[src/rtl/spi_master_gen.sv]
// SPI master: one DATA_W-bit full-duplex word per txstart, programmable SCK divider,
// all four CPOL/CPHA modes, MSB/LSB-first, one-hot chip selects with optional hold.
// Optional feature: define SPI_LOOPBACK_EN to add the loopback input port.
module spi_master_gen #(
  parameter int unsigned DATA_W = 8,
  parameter int unsigned DIV_W  = 8,
  parameter int unsigned NUM_CS = 2,
  localparam int unsigned CS_W  = (NUM_CS > 1) ? $clog2(NUM_CS) : 1
) (
  input  logic              clk,
  input  logic              rst,
  input  logic [DATA_W-1:0] txdata,
  input  logic              txstart,
  input  logic              cpol,
  input  logic              cpha,
  input  logic              lsb_first,
  input  logic [DIV_W-1:0]  div,
  input  logic [CS_W-1:0]   cs_sel,
  input  logic              cs_hold,
`ifdef SPI_LOOPBACK_EN
  input  logic              loopback,
`endif
  output logic [DATA_W-1:0] rxdata,
  output logic              rxvalid,
  output logic              busy,
  output logic              spi_sck,
  output logic              spi_mosi,
  input  logic              spi_miso,
  output logic [NUM_CS-1:0] spi_cs_n
);

  localparam int unsigned EdgeW = $clog2(2 * DATA_W) + 1;
  localparam logic [EdgeW-1:0] LastEdge = EdgeW'(2 * DATA_W);

  typedef enum logic [1:0] {StIdle, StSetup, StShift, StHold} state_e;

  state_e            state_q, state_d;
  logic [DIV_W-1:0]  cnt_q, cnt_d, div_q, div_d;
  logic              cpol_q, cpol_d, cpha_q, cpha_d;
  logic              lsb_q, lsb_d, hold_q, hold_d;
  logic [NUM_CS-1:0] cs_oh_q, cs_oh_d, cs_n_q, cs_n_d, cs_dec;
  logic [DATA_W-1:0] tx_q, tx_d, rx_q, rx_d, rxdata_q, rxdata_d, tx_shift;
  logic [EdgeW-1:0]  edge_q, edge_d, edge_n;
  logic              rxvalid_q, rxvalid_d, busy_q, busy_d;
  logic              sck_q, sck_d, mosi_q, mosi_d;
  logic              loop_en, miso_s, tick, lead;

`ifdef SPI_LOOPBACK_EN
  assign loop_en = loopback;
`else
  assign loop_en = 1'b0;
`endif

  function automatic logic head_bit(input logic [DATA_W-1:0] v, input logic lsb);
    return lsb ? v[0] : v[DATA_W-1];
  endfunction

  function automatic logic [DATA_W-1:0] shift_out(input logic [DATA_W-1:0] v, input logic lsb);
    return lsb ? (v >> 1) : (v << 1);
  endfunction

  always_comb begin
    cs_dec = '0;
    for (int unsigned i = 0; i < NUM_CS; i++) begin
      if (cs_sel == CS_W'(i)) cs_dec[i] = 1'b1;
    end
  end

  assign tick     = (cnt_q == '0);
  assign miso_s   = loop_en ? mosi_q : spi_miso;
  assign edge_n   = edge_q + EdgeW'(1);
  assign lead     = edge_n[0];  // odd-numbered edges are leading edges
  assign tx_shift = shift_out(tx_q, lsb_q);

  always_comb begin
    state_d   = state_q;
    cnt_d     = cnt_q;
    div_d     = div_q;
    cpol_d    = cpol_q;
    cpha_d    = cpha_q;
    lsb_d     = lsb_q;
    hold_d    = hold_q;
    cs_oh_d   = cs_oh_q;
    tx_d      = tx_q;
    rx_d      = rx_q;
    rxdata_d  = rxdata_q;
    edge_d    = edge_q;
    rxvalid_d = 1'b0;
    busy_d    = busy_q;
    sck_d     = sck_q;
    mosi_d    = mosi_q;

    case (state_q)
      StIdle: begin
        sck_d  = cpol_q;
        mosi_d = 1'b0;
        if (txstart) begin
          state_d = StSetup;
          cnt_d   = div;
          div_d   = div;
          cpol_d  = cpol;
          cpha_d  = cpha;
          lsb_d   = lsb_first;
          hold_d  = cs_hold;
          cs_oh_d = cs_dec;
          tx_d    = txdata;
          rx_d    = '0;
          edge_d  = '0;
          busy_d  = 1'b1;
          sck_d   = cpol;
          mosi_d  = cpha ? 1'b0 : head_bit(txdata, lsb_first);
        end
      end
      StSetup, StShift: begin
        if (tick) begin
          cnt_d  = div_q;
          edge_d = edge_n;
          sck_d  = cpol_q ^ lead;
          if (lead != cpha_q) begin
            rx_d = lsb_q ? {miso_s, rx_q[DATA_W-1:1]} : {rx_q[DATA_W-2:0], miso_s};
          end
          // CPHA=1 shows bit 0 on edge 1 without shifting; the final edge never advances
          if ((lead == cpha_q) && (edge_n != LastEdge)) begin
            if (edge_n == EdgeW'(1)) begin
              mosi_d = head_bit(tx_q, lsb_q);
            end else begin
              tx_d   = tx_shift;
              mosi_d = head_bit(tx_shift, lsb_q);
            end
          end
          state_d = (edge_n == LastEdge) ? StHold : StShift;
        end else begin
          cnt_d = cnt_q - DIV_W'(1);
        end
      end
      StHold: begin
        if (tick) begin
          state_d   = StIdle;
          busy_d    = 1'b0;
          rxvalid_d = 1'b1;
          rxdata_d  = rx_q;
          mosi_d    = 1'b0;
          sck_d     = cpol_q;
          if (!hold_q) cs_oh_d = '0;
        end else begin
          cnt_d = cnt_q - DIV_W'(1);
        end
      end
      default: state_d = StIdle;
    endcase

    // Loopback keeps the bus pins quiet while the internal transfer runs
    if (loop_en) sck_d = cpol_d;
    cs_n_d = loop_en ? '1 : ~cs_oh_d;
  end

  always_ff @(posedge clk or posedge rst) begin
    if (rst) begin
      state_q   <= StIdle;
      cnt_q     <= '0;
      div_q     <= '0;
      cpol_q    <= 1'b0;
      cpha_q    <= 1'b0;
      lsb_q     <= 1'b0;
      hold_q    <= 1'b0;
      cs_oh_q   <= '0;
      cs_n_q    <= '1;
      tx_q      <= '0;
      rx_q      <= '0;
      rxdata_q  <= '0;
      edge_q    <= '0;
      rxvalid_q <= 1'b0;
      busy_q    <= 1'b0;
      sck_q     <= 1'b0;
      mosi_q    <= 1'b0;
    end else begin
      state_q   <= state_d;
      cnt_q     <= cnt_d;
      div_q     <= div_d;
      cpol_q    <= cpol_d;
      cpha_q    <= cpha_d;
      lsb_q     <= lsb_d;
      hold_q    <= hold_d;
      cs_oh_q   <= cs_oh_d;
      cs_n_q    <= cs_n_d;
      tx_q      <= tx_d;
      rx_q      <= rx_d;
      rxdata_q  <= rxdata_d;
      edge_q    <= edge_d;
      rxvalid_q <= rxvalid_d;
      busy_q    <= busy_d;
      sck_q     <= sck_d;
      mosi_q    <= mosi_d;
    end
  end

  assign rxdata   = rxdata_q;
  assign rxvalid  = rxvalid_q;
  assign busy     = busy_q;
  assign spi_sck  = sck_q;
  assign spi_mosi = mosi_q;
  assign spi_cs_n = cs_n_q;

endmodule
[config.mk]
export PLATFORM = sky130hd
export DESIGN_NAME = spi_master_gen
export DESIGN_NICKNAME = d
export VERILOG_FILES = /design/src/rtl/spi_master_gen.sv
export SDC_FILE = /design/constraint.sdc
export NUM_CORES = 1
export LEC_CHECK = 0
export CAP_MARGIN = 20
export CORE_ASPECT_RATIO = 1.5
export CORE_MARGIN = 2
export CORE_UTILIZATION = 30
export CTS_CLUSTER_SIZE = 28
export DETAILED_ROUTE_END_ITERATION = 12
export GPL_ROUTABILITY_DRIVEN = 0
export SLEW_MARGIN = 20
export SYNTH_ARGS = -nofsm -noshare
export SYNTH_HDL_FRONTEND = slang
export SYNTH_SLANG_ARGS = --single-unit
[constraint.sdc]
create_clock -name clk -period 1.9 [get_ports clk]
set_input_delay 0.38 -clock clk [delete_from_list [all_inputs] [get_ports clk]]
set_output_delay 0.38 -clock clk [all_outputs]
set_load 0.02 [all_outputs]
# ---- After elaboration in Yosys (flattened, before gate mapping)
# Cells that the tools add are included.
dict set report word_totals {
  ff_bits 59
  out_inout_bits 14
}
dict set report classes {
  add_sub_neg 2
  eq_ne 15
  n_mux 47
  bitwise 2
  reduce_logical 16
}
# op count
set op_table {}
lappend op_table {{2-to-1 mux 8 bit} 12}
lappend op_table {{case mux 8 bit (2 select lines)} 2}
lappend op_table {{case mux 8 bit (3 select lines)} 1}
lappend op_table {{2-to-1 mux 1 bit} 18}
lappend op_table {{inequality test 2 bit, second input constant} 7}
lappend op_table {{2-to-1 mux 2 bit} 6}
lappend op_table {{AND reduction 3 bit} 4}
lappend op_table {{2-to-1 mux 5 bit} 2}
lappend op_table {{case mux 5 bit (2 select lines)} 1}
lappend op_table {{logical NOT 8 bit} 1}
lappend op_table {{AND reduction 2 bit} 4}
lappend op_table {{subtractor 8 x 1 -> 8 bit, second input constant} 1}
lappend op_table {{case mux 1 bit (3 select lines)} 2}
lappend op_table {{case mux 2 bit (3 select lines)} 1}
lappend op_table {{adder 5 x 1 -> 5 bit, second input constant} 1}
lappend op_table {{equality test 5 x 1 -> 1 bit, second input constant} 1}
lappend op_table {{equality test 5 bit, second input constant} 1}
lappend op_table {{inequality test 5 bit, second input constant} 1}
lappend op_table {{AND reduction 5 bit} 1}
lappend op_table {{equality test 2 bit, second input constant} 2}
lappend op_table {{case mux 2 bit (2 select lines)} 1}
lappend op_table {{AND reduction 4 bit} 1}
lappend op_table {{nonzero test 2 bit} 2}
lappend op_table {{equality test 2 x 1 -> 1 bit, second input constant} 1}
lappend op_table {{other kinds (8)} 8}

# ---- Longest topological paths before layout
# Gate-level depths: netlist of the first run.
dict set report logic_depth {
  word_depth 6
  ltp_mapped 9
}

# ---- Worst setup path before layout of the first run
# OpenSTA, ideal clock, no wires.
dict set report synth_timing {
  kind {reg-to-reg}
  startpoint {register state_q[0]}
  endpoint {register rx_q[0]}
  t_arrival_ps 1763
  path_slack_ps 2
  stages_incl_launch_ff 8
  cell_sequence {dfrtp_1 > inv_1 > ha_1 > nor2b_1 > a21oi_1 > a21o_1 > clkbuf_1 > o31ai_1}
}
dict set report synth_via {
  elab_chain_len 4
  elab_cells_between_ends 10
  cone_classes {eq/ne: 5; mux: 1; reduce/logical: 4}
}
# element line_no
set synth_rtl {}
lappend synth_rtl {{start, declared} 37} ;# state_e state_q, state_d;
lappend synth_rtl {{start signal, assigned} 159} ;# state_q <= StIdle;
lappend synth_rtl {{start signal, assigned} 177} ;# state_q <= state_d;
lappend synth_rtl {{equality test 2 x 1 -> 1 bit / equality test 2 bit (equally long branches)} 93} ;# case (state_q)
lappend synth_rtl {{OR reduction 2 bit} 93}
lappend synth_rtl {{inequality test 2 bit (no source line) / nonzero test 2 bit (equally long branches)} n/a}
lappend synth_rtl {{AND reduction 4 bit (no source line)} n/a}
lappend synth_rtl {{end signal, assigned} 187} ;# rx_q <= rx_d;
lappend synth_rtl {{end, declared} 42} ;# logic [DATA_W-1:0] tx_q, tx_d, rx_q, rx_d, rxdata_q, rxdata_d, tx_shift;
# Several ways; a longest one is shown, not always the timed one.
# A chain may end at the register's enable or synchronous reset.

# ---- Worst setup path in the final report of the first run
dict set report layout_timing {
  startpoint {register cnt_q[6]}
  endpoint {register tx_q[1]}
}
dict set report layout_via {
  elab_chain_len 3
}
# element line_no
set layout_rtl {}
lappend layout_rtl {{start, declared} 38} ;# logic [DIV_W-1:0] cnt_q, cnt_d, div_q, div_d;
lappend layout_rtl {{start signal, assigned} 178} ;# cnt_q <= cnt_d;
lappend layout_rtl {{logical NOT 8 bit} 69} ;# assign tick = (cnt_q == '0);
lappend layout_rtl {{inequality test 2 bit (no source line)} n/a}
lappend layout_rtl {{AND reduction 5 bit (no source line)} n/a}
lappend layout_rtl {{end signal, assigned} 186} ;# tx_q <= tx_d;
lappend layout_rtl {{end, declared} 42}
# No other way between the ends.

==> flow_metrics.env, run 1 <==
export IMPL_synthAdderAreaFrac_pct=2.71
export IMPL_stdcell_count=557
export IMPL_yosysWarnings=0
export IMPL_routed_via_density=5.00
export IMPL_clock_sinks=59
export IMPL_finish_utilization_pct=44.3
export IMPL_syn_num_nets=342
export IMPL_crit_fanout=7
export IMPL_synth_simple_area_share_pct=11.7
export IMPL_synth_top_area_cell="dfrtp_1"
export IMPL_dr_pass1_iters=5
export IMPL_synth_area_sq_mm=0.00324
export IMPL_ys_types=48
export IMPL_synth_top_family_by_area="compound AO/OA/AOI/OAI gates"
export IMPL_synth_edf_count=0
export IMPL_finalHoldViolCount=0
export IMPL_htree_levels=3
export IMPL_timing_hold_ws_ns=0.426
export IMPL_cts_buffer_depth=2
export IMPL_grt_pass1_vias=2902
export IMPL_grt_max_degree=60
export IMPL_vias=2785
export IMPL_first_iter_violations=120
export IMPL_synth_main_ff_cell="dfrtp_1"
export IMPL_antenna_found_initial=0
export IMPL_fin_worst_skew_ns=0.00595
export IMPL_finalSetupViolations=0
export IMPL_start_util_pct=30.7
export IMPL_crit_required_ns=2.11
export IMPL_ant_nets=0
export IMPL_relSlewSlack_pct=66.8
export IMPL_overflow=0
export IMPL_timing_final_crit_share_pct=99.8
export IMPL_wl_per_cell_um=15.3
export IMPL_dieArea_sq_mm=0.0117
export IMPL_clock_latency_ns=0.33
export IMPL_slew_violations=0
export IMPL_synth_xor_area_share_pct=1.08
export IMPL_placementRows=46
export IMPL_ys_top_cells_by_area="dfrtp_1 (44%), mux2_2 (7.3%), mux2i_1 (5.3%)"
export IMPL_rsz0062_at_grt="yes"
export IMPL_cellPowerDensity_mw_per_mm2=1720
export IMPL_nets=440
export IMPL_maxCapViolCount=0
export IMPL_status="finished, final reports clean"
export IMPL_cts_buffers=9
export IMPL_hpwl_um=5970
export IMPL_multi_input_area_sq_mm=0.00174
export IMPL_drc=0
export IMPL_die_x_um=88.8
export IMPL_cts_tree="built"
export IMPL_max_freq_mhz=527
export IMPL_synth_async_reset_ratio_pct=100
export IMPL_min_delay_path_class="input port to async pin"
export IMPL_clk_pin_slew_worst_paths_ns=0.06
export IMPL_areaGrowthSynthToFinish_pct=44.2
export IMPL_synth_cells=310
export IMPL_grt_util_all_layers_pct=15.2
export IMPL_synthMuxAreaShare_pct=15.8
export IMPL_synth_top_cells_by_count="dfrtp_1 (57), a21oi_1 (25), o21ai_0 (23)"
export IMPL_n_antenna_cell=0
export IMPL_die_y_um=131
export IMPL_crit_type="flop to flop"
export IMPL_start_kind="flop"
export IMPL_critPathArrivalTime_ns=2.11
export IMPL_io_pins=39
export IMPL_placed_cells=536
export IMPL_drt_total_wl_um=8510
export IMPL_grt_pass1_wl_um=13900
export IMPL_synth_most_common_cell="dfrtp_1"
export IMPL_core_sq_mm=0.0105
export IMPL_finalSetupTns_ns=0
export IMPL_fillerInstances=999
export IMPL_drive_above_1_share_pct=33.4
export IMPL_critPathCaptureType="flop"
export IMPL_synth_top_area_share_pct=44.1
export IMPL_regArea_sq_mm=0.00148
export IMPL_synth_seq_cells=59
export IMPL_worst_slew_pin_transition_ns=0.499
export IMPL_p_leak_nw=2.09
export IMPL_irDropWorstVdd_mv=0.522
export IMPL_syn_area_per_cell_sq_um=10.4
export IMPL_fin_crit_ns=1.90
export IMPL_cts_root_buf="clkbuf_16"
export IMPL_io_buffers=38
export IMPL_synth_compound_area_share_pct=19.3
export IMPL_yosysSeqAreaShare_pct=45.7
power breakdown:
group	switching (mW)	total, mW	internal, mW
clock network	0.607	1.63	1.02
logic	1.94	4.18	2.23
registers	0.445	2.21	1.77
total	3.00	8.02	5.02
what timing repair did:
item	4_1_cts	5_1_grt
pin swaps	2	10
buffers inserted	1	3
hold buffers	0	0
cloned	0	1
endpoints found under the setup margin	8	31
gates resized for setup	5	16
cells by family after synthesis:
| logic type | count (synthesis) |
|---|---|
| compound gates | 93 |
| simple gates | 71 |
| flops | 59 |
| mux | 45 |
| buf+inv | 31 |
| fa+ha+maj | 7 |
| xor+xnor | 4 |
flip-flops by register name (all words and copies together), names as in the netlist, 2 cells and up:
| register | flops |
|---|---|
| tx_q | 8 |
| cnt_q | 8 |
| div_q | 8 |
| edge_q | 5 |
| spi_cs_n | 2 |
| state_q | 2 |
| cs_oh_q | 2 |
| rx_q | 8 |
| rxdata | 8 |
per-stage QoR:
stage	total power [mW]	area, sq um	worst slack (ns)
6_report	8.02	4670	0.00330
5_1_grt	8.60	4670	-0.0880
4_1_cts	7.83	4560	0.000779
3_5_place_dp	6.11	4220	-0.0294
3_3_place_gp	6.01	4220	-0.0149
2_1_floorplan	4.52	3240	0.00248
per-layer routing:
layer | share of wire, % | global-route usage, % | routed length (um)
met4 | 2.5 | 7.49 | 214
met1 | 39 | 17.2 | 3320
met5 | 0 | 0 | 0
met3 | 2.8 | 2.70 | 239
met2 | 56 | 26.5 | 4730
placed cells by master (no fill, tap or decap), types with 3 or more instances in the layout:
cell	instances
a21o_1	4
a21oi_1	21
a21oi_2	4
a221o_1	3
a221oi_2	3
a22oi_1	3
a31oi_1	3
a32o_1	3
a41oi_2	3
and3_1	3
buf_12	3
buf_4	60
clkbuf_16	9
clkdlybuf4s50_1	38
clkinvlp_4	4
dfrtp_1	57
ha_1	4
inv_1	14
mux2_2	21
mux2_4	7
mux2i_1	17
nand2_1	20
nand2b_1	4
nand3_1	6
nand3b_1	4
nand4_1	3
nor2_1	11
nor3_1	4
o21ai_0	23
o22ai_1	3
o31ai_1	7
o31ai_2	3
worst max-delay path, cell delays in order (launching register included):
cell and delay [ns]:
dfrtp_1 0.40, nor4_4 0.34, buf_4 0.17, a41oi_2 0.13, a41oi_2 0.26, nand2_4 0.15, mux2_4 0.32
final timing paths:
path	from	endpoint	slack, ns	cells past startpoint
hold / removal	rst	rxdata[7]$_DFFE_PP0P_	0.43	3
min in group clk	cs_oh_q[0]$_DFF_PP0_	spi_cs_n[0]$_DFF_PP1_	0.46	1
max in group asynchronous	rst	spi_cs_n[0]$_DFF_PP1_	1.13	3
hold reg to reg	cs_oh_q[0]$_DFF_PP0_	spi_cs_n[0]$_DFF_PP1_	0.46	1
setup / recovery	cnt_q[6]$_DFFE_PP0P_	tx_q[1]$_DFFE_PP0P_	0.003	6
setup reg to reg	cnt_q[6]$_DFFE_PP0P_	tx_q[1]$_DFFE_PP0P_	0.003	6
cell type report:
cell class                      count  area share [%]
Multi-Input combinational cell    220            37.2
Sequential cell                    59            31.7
Timing Repair Buffer              103            19.6
Clock buffer                        9            4.82
Tap cell                          144            3.86
Clock inverter                      7            1.66
Inverter                           15            1.21
(Power assumes the default switching activity.)
==> run 2, diff against run 1 <==
- CTS_BUF_LIST: not set -> sky130_fd_sc_hd__clkbuf_8
==> run 2 against run 1 <==
Register-to-register slack improved by 0.03 ns; setup slack better by 0.026 ns; combinational power hardly changed; fmax increased by 1.4%; clock power down 29%; global-route usage is essentially flat; critical path depth stayed put; non-clock buffer count is the same; critical endpoint unchanged.
==> flow_metrics.env, run 2 (synthesis gave the netlist of run 1 again) <==
export IMPL_first_iter_violations=151
export IMPL_crit_fanout=7
export IMPL_clk_pin_slew_worst_paths_ns=0.08
export IMPL_status="finished, final reports clean"
export IMPL_placementRows=46
export IMPL_cellPowerDensity_mw_per_mm2=1650
export IMPL_fillerInstances=1008
export IMPL_start_kind="flop"
export IMPL_ant_nets=0
export IMPL_n_antenna_cell=0
export IMPL_finalSetupTns_ns=0
export IMPL_rrSetupSlack_ns=0.03
export IMPL_drive_above_1_share_pct=33.2
export IMPL_rsz0062_at_grt="yes"
export IMPL_nets=440
export IMPL_grt_pass1_wl_um=13800
export IMPL_routed_via_density=4.97
export IMPL_clock_sinks=59
export IMPL_critPathArrivalTime_ns=2.10
export IMPL_die_x_um=88.8
export IMPL_start_util_pct=30.7
export IMPL_critPathCaptureType="flop"
export IMPL_dieArea_sq_mm=0.0117
export IMPL_die_y_um=131
export IMPL_dr_pass1_iters=4
export IMPL_fin_worst_skew_ns=0.00774
export IMPL_vias=2771
export IMPL_slowest_delay_ns=0.41
export IMPL_cts_root_buf="clkbuf_8"
export IMPL_timing_hold_ws_ns=0.401
export IMPL_layout_setup_ws_ns=0.0296
export IMPL_drt_total_wl_um=8480
export IMPL_pre_cts_slack_ns=-0.0294
export IMPL_core_sq_mm=0.0105
export IMPL_cts_buffer_depth=2
export IMPL_placed_cells=536
export IMPL_cts_tree="built"
export IMPL_worst_slew_pin_transition_ns=0.510
export IMPL_relSlewSlack_pct=66.0
export IMPL_wl_per_cell_um=15.2
export IMPL_io_pins=39
export IMPL_htree_levels=3
export IMPL_crit_required_ns=2.13
export IMPL_p_leak_nw=2.04
export IMPL_finalSetupViolations=0
export IMPL_grt_util_all_layers_pct=15.2
export IMPL_clock_latency_ns=0.35
export IMPL_finalPower_mw=7.53
export IMPL_slew_violations=0
export IMPL_crit_slowest_cell="dfrtp_1"
export IMPL_crit_type="flop to flop"
export IMPL_cts_buffers=9
export IMPL_areaGrowthSynthToFinish_pct=41.0
export IMPL_maxCapViolCount=0
export IMPL_finalHoldViolCount=0
export IMPL_grt_max_degree=60
export IMPL_overflow=0
export IMPL_layout_commonest_cell="buf_4"
export IMPL_stdcell_count=557
export IMPL_worstPathCellList="nor4_4 > buf_4 > a41oi_2 > a41oi_2 > nand2_4 > mux2_4"
export IMPL_max_freq_mhz=535
export IMPL_regArea_sq_mm=0.00148
export IMPL_cpMostUsedCell="a41oi_2"
export IMPL_antenna_found_initial=0
export IMPL_timing_final_crit_share_pct=98.4
export IMPL_io_buffers=38
export IMPL_fin_crit_ns=1.87
export IMPL_hpwl_um=5970
export IMPL_min_delay_path_class="input port to async pin"
export IMPL_multi_input_area_sq_mm=0.00174
export IMPL_drc=0
export IMPL_final_cell_mix="buf_4 (61), dfrtp_1 (57), clkdlybuf4s50_1 (38), a21oi_1 (23), o21ai_0 (23)"
export IMPL_irDropWorstVdd_mv=0.576
export IMPL_grt_pass1_vias=2906
-- run 2: cell counts in the layout (fill, tap and decap cells not counted) --
No cell type changed its count.
-- run 2: stage by stage --
| step | util [%] | cell area [sq um] |
|---|---|---|
| after floorplan | - | 3240 |
| after global placement | 40.1 | 4220 |
| after detailed placement | 40.1 | 4220 |
| after CTS | 42.3 | 4450 |
| after global routing | 43.3 | 4560 |
| final | 43.3 | 4560 |
-- run 2: layer usage --
metal	vias up	wire length [um]	GRT usage (%)
met5	-	0	0
met4	0	227	7.66
met3	16	279	3.14
met2	60	4710	26.4
met1	1354	3260	16.9
li1	1341	-	-
-- run 2: repair_timing --
action	4_1_cts	5_1_grt
pin swaps	2	5
setup endpoints to repair	8	32
gates cloned	0	1
resized for setup	4	15
hold buffers	0	0
buffers inserted	1	3
-- run 2: final timing paths --
kind	start	end	depth (start not counted)
min	rst	rxdata[7]$_DFFE_PP0P_	3
max in group asynchronous	rst	spi_cs_n[1]$_DFF_PP1_	3
min in group clk	cs_oh_q[0]$_DFF_PP0_	spi_cs_n[0]$_DFF_PP1_	1
min reg2reg	cs_oh_q[0]$_DFF_PP0_	spi_cs_n[0]$_DFF_PP1_	1
max	cnt_q[6]$_DFFE_PP0P_	tx_q[1]$_DFFE_PP0P_	6
max reg2reg	cnt_q[6]$_DFFE_PP0P_	tx_q[1]$_DFFE_PP0P_	6
-- run 2: worst max-delay path: cells and delay by family, from the launching register on --
family,cells,cell delay [ns]
AND/OR/NAND/NOR,2,0.48
flip-flops,1,0.41
AO/OA/AOI/OAI,2,0.38
multiplexers,1,0.32
buffers and inverters,1,0.17
-- run 2: area by class of cell --
type	instances	share of cell area [%]
Timing Repair Buffer	103	19.9
Multi-Input combinational cell	220	38.1
Inverter	15	1.23
Sequential cell	59	32.4
Clock buffer	9	2.71
Tap cell	144	3.95
Clock inverter	7	1.70
-- run 2: power breakdown --
group | total, mW | switching [mW] | internal [mW]
clock | 1.16 | 0.552 | 0.610
combinational | 4.16 | 1.92 | 2.24
sequential | 2.21 | 0.443 | 1.77
total | 7.53 | 2.92 | 4.61
